**config.mk**
```make
export PLATFORM = sky130hd
export DESIGN_NAME = ant_arena
export DESIGN_NICKNAME = d
export VERILOG_FILES = /design/src/rtl/ant_pkg.sv /design/src/rtl/ant_ph_map.sv /design/src/rtl/ant_arena.sv
export SDC_FILE = /design/constraint.sdc
export NUM_CORES = 1
export LEC_CHECK = 0
export CAP_MARGIN = 40
export CORE_MARGIN = 2
export CORE_UTILIZATION = 25
export CTS_CLUSTER_SIZE = 12
export DETAILED_ROUTE_END_ITERATION = 10
export PLACE_DENSITY = 0.51
export SYNTH_ARGS = -nofsm -noshare
export SYNTH_HDL_FRONTEND = slang
export SYNTH_SLANG_ARGS = --single-unit
export TNS_END_PERCENT = 5
```
**constraint.sdc**
```tcl
create_clock -name clk -period 11.3 [get_ports clk]
set_clock_uncertainty 0.1 [all_clocks]
set_input_delay 2.26 -clock clk [delete_from_list [all_inputs] [get_ports clk]]
set_output_delay 2.26 -clock clk [all_outputs]
set_load 0.03 [all_outputs]
```
**src/rtl/ant_pkg.sv**
```systemverilog
// Shared encodings for the ant maze world: move commands, headings and arena FSM states.
package ant_pkg;

    typedef enum logic [1:0] {
        MV_HALT    = 2'b00,
        MV_RIGHT   = 2'b01,
        MV_LEFT    = 2'b10,
        MV_FORWARD = 2'b11
    } move_e;

    typedef enum logic [1:0] {
        DIR_N = 2'd0,
        DIR_E = 2'd1,
        DIR_S = 2'd2,
        DIR_W = 2'd3
    } dir_e;

    typedef enum logic [1:0] {
        ST_IDLE,
        ST_RUN,
        ST_DONE,
        ST_TMO
    } state_e;

    localparam int PH_WIDTH_DEF = 2;

endpackage

```
**src/rtl/ant_ph_map.sv**
```systemverilog
// Pheromone array: one saturating counter per cell, written and read at the ant's current cell.
module ant_ph_map #(
    parameter int CELLS = 64,
    parameter int AW    = 6,
    parameter int PW    = 2
) (
    input  logic          clk,
    input  logic          rst,
    input  logic          i_clr,
    input  logic          i_we,
    input  logic [AW-1:0] i_addr,
    input  logic [PW-1:0] i_drop,
    output logic [PW-1:0] o_level
);

    logic [PW-1:0] r_mem [CELLS];
    logic [PW:0]   w_sum;

    // One extra bit catches the carry so the level clamps at all-ones.
    assign w_sum   = {1'b0, r_mem[i_addr]} + {1'b0, i_drop};
    assign o_level = r_mem[i_addr];

    always_ff @(posedge clk) begin
        if (rst || i_clr) begin
            for (int i = 0; i < CELLS; i++) r_mem[i] <= '0;
        end else if (i_we) begin
            r_mem[i_addr] <= w_sum[PW] ? '1 : w_sum[PW-1:0];
        end
    end

endmodule

```
**src/rtl/ant_arena.sv**
```systemverilog
// Maze-world model around the ant controller: pose tracking, wall sensing, pheromone map and run FSM.
module ant_arena
    import ant_pkg::*;
#(
    parameter int                       GRID_W    = 8,
    parameter int                       GRID_H    = 8,
    parameter logic [GRID_W*GRID_H-1:0] MAZE      = '0,
    parameter int                       START_X   = 0,
    parameter int                       START_Y   = 0,
    parameter int                       START_DIR = 1,
    parameter int                       EXIT_X    = 7,
    parameter int                       EXIT_Y    = 7,
    parameter int                       MAX_STEPS = 1023,
    parameter int                       PH_WIDTH  = PH_WIDTH_DEF,
    localparam int                      XW        = (GRID_W > 1) ? $clog2(GRID_W) : 1,
    localparam int                      YW        = (GRID_H > 1) ? $clog2(GRID_H) : 1
) (
    input  logic                clk,
    input  logic                rst,
    input  logic                start,
    input  logic [1:0]          move,
    input  logic [PH_WIDTH-1:0] ph_drop,
    output logic                ant_l,
    output logic                ant_r,
    output logic                hit,
    output logic                escape,
    output logic [PH_WIDTH-1:0] ph_detected,
    output logic [XW-1:0]       pos_x,
    output logic [YW-1:0]       pos_y,
    output logic [1:0]          heading,
    output logic [15:0]         step_cnt,
    output logic                timeout,
    output logic                busy
);

    localparam int             NC        = GRID_W * GRID_H;
    localparam int             AW        = (NC > 1) ? $clog2(NC) : 1;
    localparam logic [XW-1:0]  SX        = XW'(START_X);
    localparam logic [YW-1:0]  SY        = YW'(START_Y);
    localparam logic [1:0]     SD        = 2'(START_DIR);
    localparam logic [XW-1:0]  EX        = XW'(EXIT_X);
    localparam logic [YW-1:0]  EY        = YW'(EXIT_Y);
    localparam logic [15:0]    STEP_LAST = 16'(MAX_STEPS - 1);
    localparam logic [15:0]    STEP_MAX  = 16'(MAX_STEPS);

    function automatic logic cell_blocked(input int x, input int y);
        logic [AW-1:0] idx;
        if (x < 0 || x >= GRID_W || y < 0 || y >= GRID_H) return 1'b1;
        idx = AW'(y * GRID_W + x);
        return MAZE[idx];
    endfunction

    function automatic logic nbr_blocked(input logic [XW-1:0] x, input logic [YW-1:0] y,
                                         input logic [1:0] d);
        int nx;
        int ny;
        nx = int'(x);
        ny = int'(y);
        case (d)
            DIR_N:   ny = ny - 1;
            DIR_E:   nx = nx + 1;
            DIR_S:   ny = ny + 1;
            default: nx = nx - 1;
        endcase
        return cell_blocked(nx, ny);
    endfunction

    state_e          r_state, w_state_n;
    logic [XW-1:0]   r_x, w_nx;
    logic [YW-1:0]   r_y, w_ny;
    logic [1:0]      r_dir, w_ndir;
    logic            r_hit;
    logic [15:0]     r_step;
    logic            w_fwd_blk, w_at_exit, w_to_exit, w_restart, w_we;
    logic [AW-1:0]   w_addr;

    always_comb begin
        w_nx      = r_x;
        w_ny      = r_y;
        w_ndir    = r_dir;
        w_fwd_blk = nbr_blocked(r_x, r_y, r_dir);
        case (move)
            MV_RIGHT: w_ndir = r_dir + 2'd1;
            MV_LEFT:  w_ndir = r_dir - 2'd1;
            MV_FORWARD: begin
                if (!w_fwd_blk) begin
                    case (r_dir)
                        DIR_N:   w_ny = r_y - YW'(1);
                        DIR_E:   w_nx = r_x + XW'(1);
                        DIR_S:   w_ny = r_y + YW'(1);
                        default: w_nx = r_x - XW'(1);
                    endcase
                end
            end
            default: ;
        endcase
    end

    // Sitting on the exit is only possible when START is the exit; that run ends at once.
    assign w_at_exit = (r_x == EX) && (r_y == EY);
    assign w_to_exit = w_at_exit || ((w_nx == EX) && (w_ny == EY));
    assign w_restart = ((r_state == ST_DONE) || (r_state == ST_TMO)) && start;

    always_ff @(posedge clk) begin
        if (rst) r_state <= ST_IDLE;
        else     r_state <= w_state_n;
    end

    always_comb begin
        w_state_n = r_state;
        case (r_state)
            ST_IDLE: if (start) w_state_n = ST_RUN;
            ST_RUN: begin
                if (w_to_exit)                w_state_n = ST_DONE;
                else if (r_step == STEP_LAST) w_state_n = ST_TMO;
            end
            default: if (start) w_state_n = ST_RUN;
        endcase
    end

    always_ff @(posedge clk) begin
        if (rst) begin
            r_x    <= SX;
            r_y    <= SY;
            r_dir  <= SD;
            r_hit  <= 1'b0;
            r_step <= '0;
        end else begin
            r_hit <= 1'b0;
            case (r_state)
                ST_IDLE: begin
                    r_x   <= SX;
                    r_y   <= SY;
                    r_dir <= SD;
                end
                ST_RUN: begin
                    if (r_step != STEP_MAX) r_step <= r_step + 16'd1;
                    if (!w_at_exit) begin
                        r_x   <= w_nx;
                        r_y   <= w_ny;
                        r_dir <= w_ndir;
                        r_hit <= (move == MV_FORWARD) && w_fwd_blk;
                    end
                end
                default: begin
                    if (start) begin
                        r_x    <= SX;
                        r_y    <= SY;
                        r_dir  <= SD;
                        r_step <= '0;
                    end
                end
            endcase
        end
    end

    // Deposits use the registered (pre-move) cell, so a drop lands on the cell being left.
    assign w_addr = AW'(r_y) * AW'(GRID_W) + AW'(r_x);
    assign w_we   = (r_state == ST_RUN) && (ph_drop != '0);

    ant_ph_map #(
        .CELLS (NC),
        .AW    (AW),
        .PW    (PH_WIDTH)
    ) u_ph_map (
        .clk     (clk),
        .rst     (rst),
        .i_clr   (w_restart),
        .i_we    (w_we),
        .i_addr  (w_addr),
        .i_drop  (ph_drop),
        .o_level (ph_detected)
    );

    assign ant_l    = nbr_blocked(r_x, r_y, r_dir - 2'd1);
    assign ant_r    = nbr_blocked(r_x, r_y, r_dir + 2'd1);
    assign hit      = r_hit;
    assign escape   = (r_state == ST_DONE);
    assign timeout  = (r_state == ST_TMO);
    assign busy     = (r_state == ST_RUN);
    assign pos_x    = r_x;
    assign pos_y    = r_y;
    assign heading  = r_dir;
    assign step_cnt = r_step;

endmodule

```
==> out/results.tsv <==
metric	value	unit
CP startpoint kind	flop	
max-slew violation count	0	
Reg clk slew, reported paths	0.07	ns
leakage power	3.02	nW
cts hold-fix bufs	0	
first-pass GRT wire length	33100	um
via count	5833	
die height	182	um
PwrDens	138	nW/um2
DR iter-0 viols	501	
Overall Global Routing Usage	0.130	
row count	65	
Seq cells post-synth	155	
CTS tree	built	
Synth Flop Type	edfxtp_1	
critical path endpoint category	primary output	
die footprint	33200	um2
Compound-Gate Fraction of Synth Area	0.118	
largest area contributor in the netlist	edfxtp_1	
fraction of registers with async set/reset	0	
GR met2 Demand/Resource	0.209	
min cycle time layout	6.34	ns
Total Neg Setup Slack	0	ns
initial antenna violation count	0	
post-DP HPWL	14400	um
Mean Syn Cell Area	10.6	um2
Synth Area in Adders	0.0312	
VDD IR max	0.000102	V
storage element area	4390	um2
Max Clock Freq	158	MHz
GR Util met3	0.0281	
worst-margin pin slew	0.815	ns
Hold Vio Cnt, Final	0	
hold crit path type	flop to flop	
multiplexer share of the synthesized area	0.0814	
Yosys cell types	65	
Detail Route Antenna Nets	0	
remaining global-route overflow	0	
drt wl/cell	18.1	um
DRC	0	
WL final	21300	um
WP data required	8.94	ns
area fraction of the dominant cell type after synthesis	0.485	
Die X	182	um
area grow syn2layout	16.9	%
Cell Area, Synth	7930	um2
layout cells sized above 1	0.0969	
GR Layer Usage met1	0.180	
CTS root buf	clkbuf_16	
top cells by area, synth	edfxtp_1 (48%), nor2_1 (8.3%), dfxtp_1 (6.8%)	
# Post-CTS Setup Buffers	0	
commonest non-fill, non-tap cell in the layout	nor2_1	
main combinational cell family by area after synthesis	simple AND/OR/NAND/NOR gates	
CTS H-tree lvls	4	
Post-synth EDFFs	128	
Top Usage Layer GRT	met2	
Simple-Gate Fraction of Synth Area	0.161	
Final Util	0.295	
number of global-route vias before repair	5655	
initial core utilization	0.253	
Core ar.	31400	um2
fin nets	786	
CTS sink count	155	
worst rel slew slack	0.456	
ANT cells	0	
crit share post-route	0.561	
final estimated routing congestion in global placement	0.762	
syn_nets	775	
final setup violation count	0	
worst hold slack	0.416	ns
WP data arrival	3.98	ns
fillers	3269	
First-pass DRT Iterations	5	
post-synthesis sequential area ratio	0.553	
I/O pin cnt	39	
clk buf depth	2	
number of vias per cell	4.96	
status	finished, final reports clean	
total CTS buffers	17	
max_cap viols	0	
WS Path Type	flop to primary output	
peak fanout along the critical path	32	
XOR/XNOR Fraction of Synth Area	0.0199	
RSZ-0062 raised after global routing	false	
footprint of the multi-input gates	3270	um2
Syn. warnings	0	
post-synthesis instance total	750	
largest net degree at the start of global routing	65	
pre-CTS setup slack	5.45	ns
most frequent cells in the layout	nor2_1 (174), edfxtp_1 (128), o21ai_0 (75)	
Port Buf Inserts	38	
worst skew pair latency	0.42	ns
fin worst setup slack	4.96	ns
post-cts resize count	0	
metrics by stage:
step	power [mW]	cell area [um2]	cells
after floorplan	0.709	7930	750
after global placement	0.741	8650	1140
after detailed placement	0.743	8720	1144
after CTS	1.29	9270	1176
after global routing	1.32	9270	1176
final	1.28	9270	1176
sequential cells by signal (all words and copies together), names as in the netlist:
| signal | count |
|---|---|
| pos_x | 3 |
| u_ph_map.r_mem | 128 |
| r_state | 2 |
| pos_y | 3 |
| heading | 2 |
| step_cnt | 16 |
| hit | 1 |
Yosys cell counts, types with 3 or more instances:
master      n
a211oi_1    3
o221ai_1    3
clkbuf_1   44
nand3_1    18
a31oi_1     5
inv_1      11
a221oi_1    3
buf_1       9
nand2b_1    8
o21ai_1     8
xor2_1     12
or3_1       5
mux2_2      7
and2_1      5
fa_1        3
mux4_1      3
mux2i_1    18
a21oi_1    23
xnor2_1     6
dfxtp_1    27
nand4_1     7
nor2b_1     4
a22oi_1     6
ha_1       15
nor3_1      6
or2_2       3
nor3_2      3
nand2_1    48
o22ai_1     3
nor2_1    175
mux4_2     13
and3_1      3
o21ai_0    75
buf_2       4
edfxtp_1  128
worst paths after layout:
check	slack [ns]	start	end	cells past startpoint
setup / recovery	4.96	pos_x[2]	ph_detected[1]	8
hold / removal	0.42	step_cnt[14]	step_cnt[14]	2
setup reg to reg	6.71	pos_x[2]	u_ph_map.r_mem[42][1]	11
hold reg to reg	0.42	step_cnt[14]	step_cnt[14]	2
critical path, cell delays in order, from the launching register on:
cell	delay, ns
dfxtp_2	0.75
buf_4	0.50
mux2_2	0.39
a32o_1	0.20
a21oi_1	0.10
o21ai_0	0.11
a222oi_1	0.51
nand3_1	0.29
clkdlybuf4s50_1	0.68
where the power goes:
| group | switching, mW | internal (mW) | total (mW) |
|---|---|---|---|
| Clock | 0.244 | 0.304 | 0.548 |
| Sequential | 0.00951 | 0.633 | 0.643 |
| Combinational | 0.0577 | 0.0290 | 0.0867 |
| Total | 0.312 | 0.966 | 1.28 |
metal layers:
| metal | up-vias | wire, um |
|---|---|---|
| met5 | - | 0 |
| met4 | 0 | 206 |
| met3 | 15 | 1350 |
| met2 | 186 | 9870 |
| met1 | 2901 | 9820 |
| li1 | 2731 | - |
area by class of cell:
class / instances / area share
clock inverter: 13 / 0.0124
inverter: 13 / 0.00526
tap: 402 / 0.0543
multi-input combinational: 524 / 0.353
sequential: 155 / 0.473
clock buffer: 19 / 0.0467
timing repair buffer: 50 / 0.0549
cells by family after synthesis:
kind of cell / Yosys count
XOR/XNOR: 18
adder cells (fa/ha/maj): 18
buffers and inverters: 71
AO/OA/AOI/OAI: 153
AND/OR/NAND/NOR: 293
multiplexers: 42
flip-flops: 155
(Power assumes the default switching activity.)
